$ cat src/rtl/flex_fifo.sv
// flex_fifo: single-clock FIFO with level flags, sticky errors and registered or FWFT read
module flex_fifo #(
  parameter int DEPTH = 8,
  parameter int WIDTH_PACKET = 13,
  parameter int AF_THRESH = DEPTH - 1,
  parameter int AE_THRESH = 1,
  parameter int FWFT = 0
) (
  input  logic                    clk,
  input  logic                    rst,
  input  logic                    wr_en,
  input  logic [WIDTH_PACKET-1:0] wr_data,
  input  logic                    rd_en,
  input  logic                    clr_err,
  output logic [WIDTH_PACKET-1:0] rd_data,
  output logic                    rd_valid,
  output logic                    full,
  output logic                    empty,
  output logic                    almost_full,
  output logic                    almost_empty,
  output logic [$clog2(DEPTH):0]  level,
  output logic                    overflow,
  output logic                    underflow
);
  localparam int AW = $clog2(DEPTH);
  localparam int LW = AW + 1;
  logic [WIDTH_PACKET-1:0] mem [DEPTH];
  logic [AW-1:0] wr_ptr, rd_ptr;
  logic [WIDTH_PACKET-1:0] rd_q;
  logic rv_q, rd_acc, wr_acc;
  always_comb begin
    full = level == LW'(DEPTH);
    empty = level == '0;
    almost_full = level >= LW'(AF_THRESH);
    almost_empty = level <= LW'(AE_THRESH);
    rd_acc = rd_en && !empty;
    wr_acc = wr_en && (!full || rd_acc);
    rd_data = FWFT != 0 ? mem[rd_ptr] : rd_q;
    rd_valid = FWFT != 0 ? !empty : rv_q;
  end
  always_ff @(posedge clk)
    if (wr_acc) mem[wr_ptr] <= wr_data;
  always_ff @(posedge clk or posedge rst)
    if (rst) begin
      wr_ptr <= '0;
      rd_ptr <= '0;
      level <= '0;
      rd_q <= '0;
      rv_q <= 1'b0;
      overflow <= 1'b0;
      underflow <= 1'b0;
    end else begin
      wr_ptr <= wr_ptr + AW'(wr_acc);
      rd_ptr <= rd_ptr + AW'(rd_acc);
      level <= level + LW'(wr_acc) - LW'(rd_acc);
      rv_q <= rd_acc;
      if (rd_acc) rd_q <= mem[rd_ptr];
      // a same-cycle error event beats clr_err
      overflow <= (wr_en && !wr_acc) || (overflow && !clr_err);
      underflow <= (rd_en && empty) || (underflow && !clr_err);
    end
endmodule

$ cat config.mk
export PLATFORM = sky130hd
export DESIGN_NAME = flex_fifo
export DESIGN_NICKNAME = d
export VERILOG_FILES = /design/src/rtl/flex_fifo.sv
export SDC_FILE = /design/constraint.sdc
export NUM_CORES = 1
export LEC_CHECK = 0
export ABC_AREA = 1
export ABC_CLOCK_PERIOD_IN_PS = 2600
export CAP_MARGIN = 0
export CORE_ASPECT_RATIO = 0.7
export CORE_UTILIZATION = 58
export DETAILED_ROUTE_END_ITERATION = 6
export GPL_TIMING_DRIVEN = 0
export HOLD_SLACK_MARGIN = 0.02
export PLACE_DENSITY = 0.88
export SYNTH_ARGS = -nofsm -noshare
export SYNTH_HDL_FRONTEND = slang
export SYNTH_SLANG_ARGS = --single-unit
export TNS_END_PERCENT = 10
$ cat constraint.sdc
create_clock -name clk -period 2.6 [get_ports clk]
set_clock_uncertainty 0.2 [all_clocks]
set_input_delay 0.26 -clock clk [delete_from_list [all_inputs] [get_ports clk]]
set_output_delay 0.26 -clock clk [all_outputs]
set_load 0.01 [all_outputs]
# Yosys cells after proc, flatten, opt, wreduce, memory -nomap -nowiden
# Memories as Yosys holds them, arrays and structs flattened. A register that Yosys moved wholly into a read port is not among the register bits.
# Index checks and enable logic that the tools add are counted.
# totals
ff_bits	13
mem_bits_rw	104
inputBits	18
output_inout_bits	24
word_cells	30
mem_count	1
# classes
addsub	4
n_lt_le_gt_ge	2
n_eq_ne	1
mux	2
n_reduce_logical	14
# mem_list
memory	depth	width	read_ports	rd_ports_with_merged_regs	write_ports	line_no	text
mem	8	13	1	1	1	27	logic [WIDTH_PACKET-1:0] mem [DEPTH];
# ops
op	count
$add A3 B1 Y3	2
$logic_and A1 B1 Y1	6
$add A4 B1 Y4	1
$eq A4 B4 Y1 const B	1
$ge A4 B3 Y1 const B	1
$le A4 B1 Y1 const B	1
$logic_not A1 Y1	4
$logic_not A4 Y1	1
$sub A4 B1 Y4	1
$logic_or A1 B1 Y1	3
$mux W1	2

# Longest topological paths before layout
# Gate-level depths: netlist of the first run.
# depth
ltp_word	8
mapped_depth	13
ltp_nobuf	13

# Worst setup path before layout of the first run
# OpenSTA, ideal clock, no wires.
# synth_timing
path_kind	register to register
start	reg level[2]
end	reg level[2]
setup_time_ps	123
t_arrival_ps	1989
t_required_ps	2277
path_slack_ps	288
path_stages_with_launch	12
n_path_buf	0
synth_period_minus_slack_ps	2312
path_cell_list	dfrtp_1 > inv_1 > ha_1 > nor3b_2 > nand2_2 > nand2_4 > inv_2 > nand2_1 > nand2_1 > ha_1 > fa_1 > xor2_1
# synth_via
elab_cells_between_ends	9
classes_between	add/sub: 2; eq/ne: 1; reduce/logical: 6
# synth_rtl
item	line_no	text
start, declared	21	output logic [$clog2(DEPTH):0] level,
start signal, assigned	55	level <= level + LW'(wr_acc) - LW'(rd_acc);
$eq A4 B4 Y1	32	full = level == LW'(DEPTH);
net full	17	output logic full,
$logic_not A1 Y1	37	wr_acc = wr_en && (!full || rd_acc);
$logic_or A1 B1 Y1	37	
$logic_and A1 B1 Y1	37	
$add A4 B1 Y4	55	
$sub A4 B1 Y4	55	
# The timed path passes the listed nets, and every way through them passes these cells.

# Final worst setup path of the first run
# layout_timing
start	reg level[3]
end	mem mem[1][3], enable pin
# layout_via
elab_chain_cells	7
elab_cells_between_ends	9
classes_between	eq/ne: 1; mux: 2; reduce/logical: 6
# layout_lines
item	line_no	text
$logic_not A4 Y1	33	empty = level == '0;
$logic_not A1 Y1	n/a	
$logic_and A1 B1 Y1	36	rd_acc = rd_en && !empty;
$logic_or A1 B1 Y1 (*)	37	
$logic_and A1 B1 Y1 (*)	37	
$mux W1 (*)	42	if (wr_acc) mem[wr_ptr] <= wr_data;
$mux W1 (implied by the code) (*)	42	
end, declared	27	
# Every way passes the cells marked *; elsewhere a longest branch is shown, timed or not.

==> results of run 1 <==
-- stage by stage --
stage	area (µm²)	total power, mW	setup TNS [ns]	hold WS, ns
6_report	6790	8.09	0	0.255
3_5_place_dp	6180	5.67	-19.52	0.265
2_1_floorplan	5610	4.59	0	0.100
3_3_place_gp	6180	5.49	-10.62	0.262
5_1_grt	6790	8.48	-0.955	0.267
4_1_cts	6770	8.03	0	0.249
-- cell families after synthesis --
kind of cell               after synthesis  synth area share
xor gates and xnor gates                 4           0.00624
AOI/OAI and AO/OA                        5           0.00513
buffers and inverters                  116            0.0869
adders and majority gates               12            0.0281
and+or+nand+nor                        265             0.201
DFF                                    130             0.672
-- state kept, by name, indices dropped and copies added, names as in the netlist --
signal,cells
level,4
mem,104
overflow,1
rd_data,13
rd_ptr,3
rd_valid,1
underflow,1
wr_ptr,3
-- report_power, final --
| group | internal (mW) | leakage [nW] | switching (mW) | total [mW] |
|---|---|---|---|---|
| clock network | 1.48 | 0.280 | 0.814 | 2.29 |
| registers | 2.71 | 1.26 | 0.225 | 2.94 |
| logic | 1.03 | 1.48 | 1.83 | 2.86 |
| total | 5.22 | 3.02 | 2.87 | 8.09 |
-- synthesized netlist by cell type (2+ instances only) --
cell | number | share of area
buf_2 | 11 | 0.0098
edfxtp_1 | 104 | 0.56
clkbuf_1 | 2 | 0.0013
nor2_1 | 10 | 0.0067
inv_1 | 91 | 0.061
ha_1 | 11 | 0.025
inv_4 | 2 | 0.0022
nand2_1 | 164 | 0.11
buf_4 | 7 | 0.0094
xor2_1 | 3 | 0.0047
inv_2 | 2 | 0.0013
nand2_4 | 2 | 0.0040
a21oi_1 | 2 | 0.0018
dfrtp_1 | 26 | 0.12
nand3_1 | 86 | 0.077
nand2_2 | 2 | 0.0022
-- how the worst max path moves through the flow --
stage                end  slack [ns]  cells after the start
6_report       mem[1][3]        0.07                      7
5_1_grt         level[2]       -0.05                     12
2_1_floorplan   level[2]        0.29                     11
4_1_cts        mem[0][3]        0.04                      7
3_5_place_dp   mem[0][6]       -0.31                      7
3_3_place_gp   mem[0][6]       -0.16                      5
-- critical path: stages, from the launching register on --
cell,delay (ns)
dfrtp_1,0.39
inv_1,0.11
ha_1,0.24
nand2_2,0.12
nand2_4,0.11
nand2_2,0.14
nand2_8,0.11
nor2_2,0.71
-- repair_timing --
action                                 CTS  global route
resized for setup                        8             3
setup endpoints to repair              104            71
endpoints found under the hold margin    0             0
-- per-layer routing --
metal / track usage / wire [µm] / part of all wire / vias to the layer above
li1: - / - / - / 1833
met1: 0.361 / 5130 / 0.37 / 1924
met2: 0.490 / 6650 / 0.48 / 264
met3: 0.107 / 1580 / 0.11 / 54
met4: 0.163 / 430 / 0.031 / 0
met5: 0 / 0 / 0 / -
-- area by class of cell --
| class | count | area, µm² | area share |
|---|---|---|---|
| Inverter | 95 | 362 | 0.0533 |
| Clock buffer | 26 | 489 | 0.0721 |
| Tap cell | 124 | 155 | 0.0229 |
| Clock inverter | 6 | 78.8 | 0.0116 |
| Sequential cell | 130 | 3770 | 0.556 |
| Multi-Input combinational cell | 286 | 1390 | 0.205 |
| Timing Repair Buffer | 41 | 410 | 0.0605 |
| Buffer | 21 | 126 | 0.0186 |
==> results.toml, run 1 <==
[detailed_routing]
via_per_inst = 5.59
wl_per_cell_um = 18.9
via_count = 4075
drt_wl_total_um = 13800
drtIter0Drc = 548
drtPass1Iterations = 5
remaining_drc_errors = 0
detail-route-antenna-nets = 0

[worst_setup_path]
end_kind = "register"
startpoint = "level[3]"
crit_arrival_ns = 2.37
cp-start-kind = "register"
critPathKind = "register to register"
crit_required_ns = 2.44
r2r-end = "mem[1][3]"
reg2regPathDepth = 7
ff2ff_setup_slack_ns = 0.07
r2r_start = "level[3]"
cp_max_fo = 13

[cts]
clk-insertion-delay-late_ns = 0.42
clock-root-buffer = "clkbuf_16"
clock_sinks = 130
cts_tree = "done"
cts_buffer_depth = 2
cts_setup_buffers = 0
cts_buffers = 17
hold_buffers = 0
clk_pin_slew_ns = 0.05
cts_htree_levels = 4

[final_layout]
layout_common_cells = "nand2_1, edfxtp_1, inv_1, nand3_1, clkdlybuf4s50_1"
finalNonFillerCells = 729
nFillCells = 604
syn2layout_area_growth_pct = 20.9
fin_util = 0.736
final_nets = 622
final_common_cell = "nand2_1"
diodes = 0
drive_gt1_frac = 0.101

[timing]
slew_viol_final = 0
max_freq_ghz = 0.395
finalCritPeriodShare = 0.974
max_slew_margin = 0.228
setup_ws_ns = 0.0678
worst_slew_pin_slew_ns = 1.16
setup_viol = 0
fin_crit_ns = 2.53
hold_viol = 0
rsz0062_at_grt = "true"

[floorplan]
placementRows = 29
ioPinCount = 42
die_h_um = 84.3
initial_core_util = 0.609
core_region_area_mm2 = 0.00922
die_x_um = 120
die_area_mm2 = 0.0101

[place]
pre_cts_ws_ns = -0.310
portBuffers = 41
placedCellCount = 697
gp_congestion = 0.786
hpwl_um = 8110

[yosys]
ys_seq_area_frac = 0.672
ys_ff_latch = 130
synth_flop_cell = "edfxtp_1"
syn_area_mm2 = 0.00561
synth_nets = 562
synthCells = 532
syn_avg_cell_area_um2 = 10.6
synth_cell_types = 23
yosysWarnings = 0
async_flop_share = 0.200
synth_edf_count = 104

[grt]
grt-ovfl-total = 0
grt_pass1_wl_um = 21800
antenna_found_initial = 0
grt.total_usage = 0.304
grt_pass1_vias = 4234
grt_max_degree = 27

[status]
status = "finished, final reports clean"

[pwr]
power.leakage_nw = 3.02
peakVddDrop_mv = 0.684
p_per_area_mw_per_mm2 = 1190

[flow_run]
max_cap_viol_count = 0

[min_path]
hold_class = "input port to async pin"
No activity file was read; power rests on OpenSTA's default activity.
==> run 2: changes to the inputs <==
Settings changed: TNS_END_PERCENT 10 to 20.
==> results.toml, run 2 (synthesized netlist as in run 1, its figures left out) <==
[status]
status = "finished, final reports clean"

[pwr]
totalPowerFinal_mw = 8.11
power.leakage_nw = 3.01
p_per_area_mw_per_mm2 = 1200
peakVddDrop_mv = 0.685

[cts]
clock_sinks = 130
cts_tree = "done"
clock-root-buffer = "clkbuf_16"
clk_pin_slew_ns = 0.05
cts_buffer_depth = 2
clk-insertion-delay-late_ns = 0.42
cts_buffers = 17
cts_htree_levels = 4

[floorplan]
die_h_um = 84.3
die_area_mm2 = 0.0101
die_x_um = 120
core_region_area_mm2 = 0.00922
placementRows = 29
ioPinCount = 42
initial_core_util = 0.609

[detailed_routing]
via_per_inst = 5.61
drtPass1Iterations = 5
drtIter0Drc = 535
via_count = 4093
detail-route-antenna-nets = 0
wl_per_cell_um = 19.0
drt_wl_total_um = 13900
remaining_drc_errors = 0

[grt]
grt_max_degree = 27
grt_pass1_wl_um = 21800
grt_pass1_vias = 4234
grt.total_usage = 0.304
antenna_found_initial = 0
grt-ovfl-total = 0

[worst_setup_path]
cp-start-kind = "register"
cp_max_fo = 13
cp_slowest_stage_delay_ns = 0.73
crit_arrival_ns = 2.31
cpMostUsedCell = "nand2_2"
crit_chain = "inv_2, ha_2, nand2_2, nand2_4, nand2_2, nand2_8, nor2_2"
crit_required_ns = 2.44
critPathKind = "register to register"
end_kind = "register"
slowest_stage = "nor2_2"

[final_layout]
drive_gt1_frac = 0.106
largest_register_ffs = 104
finish.instance_area_mm2 = 0.00678
diodes = 0
final_common_cell = "nand2_1"
layout_common_cells = "nand2_1, edfxtp_1, inv_1, nand3_1, clkdlybuf4s50_1"
regMostFlops = "mem"
syn2layout_area_growth_pct = 20.8
final_nets = 622

[place]
pre_cts_ws_ns = -0.310
placed_area_mm2 = 0.00618
gp_congestion = 0.786
portBuffers = 41
hpwl_um = 8110

[timing]
setup_ws_ns = 0.133
whs_ns = 0.255
hold_viol = 0
slew_viol_final = 0
max_slew_margin = 0.224
finalCritPeriodShare = 0.949
max_freq_ghz = 0.405
rsz0062_at_grt = "false"
setup_viol = 0
fin_crit_ns = 2.47
tns_ns = 0
worst_slew_pin_slew_ns = 1.16

[min_path]
hold_class = "input port to async pin"

[flow_run]
max_cap_viol_count = 0
==> run 2: final timing paths <==
path | endpoint | slack, ns | startpoint | cells after the start
min reg2reg | rd_data[12] | 0.28 | rd_data[12] | 2
min in group clk | overflow | 0.26 | clr_err | 2
max in group asynchronous | wr_ptr[0] | 1.24 | rst | 2
max reg2reg | mem[2][3] | 0.13 | level[3] | 7
max | mem[2][3] | 0.13 | level[3] | 7
min | rd_data[6] | 0.26 | rst | 2
==> run 2: through the flow <==
step / instances / util
finish: 729 / 0.736
detailed placement: 697 / 0.671
CTS: 729 / 0.734
global route: 729 / 0.736
floorplan: 532 / -
global placement: 697 / 0.671
==> run 2: area by class of cell <==
type,instances,area (µm²)
Buffer,21,126
Timing Repair Buffer,41,410
Sequential cell,130,3770
Clock inverter,6,78.8
Clock buffer,26,489
Multi-Input combinational cell,286,1390
Inverter,95,362
Fill cell,605,2430
Tap cell,124,155
==> run 2: timing repair <==
action                     4_1_cts  5_1_grt
hold buffers                     0        0
setup endpoints to repair      104       71
buffers inserted                 0        0
resized for setup                8        5
==> run 2: critical path: cells and delay by family (launching register included) <==
| family | cells | cell delay [ns] |
|---|---|---|
| simple gates | 5 | 1.20 |
| flops | 1 | 0.40 |
| fa+ha+maj | 1 | 0.20 |
| buf+inv | 1 | 0.08 |
==> run 2: layer usage <==
layer	up-vias	share of wire	track usage
li1	1832	-	-
met1	1949	0.37	0.361
met2	265	0.49	0.490
met3	47	0.12	0.107
met4	0	0.028	0.163
met5	-	0	0
==> run 2: report_power, final <==
part	total [mW]	switching [mW]	internal, mW
combinational	2.87	1.83	1.04
sequential	2.94	0.227	2.71
clock	2.30	0.820	1.48
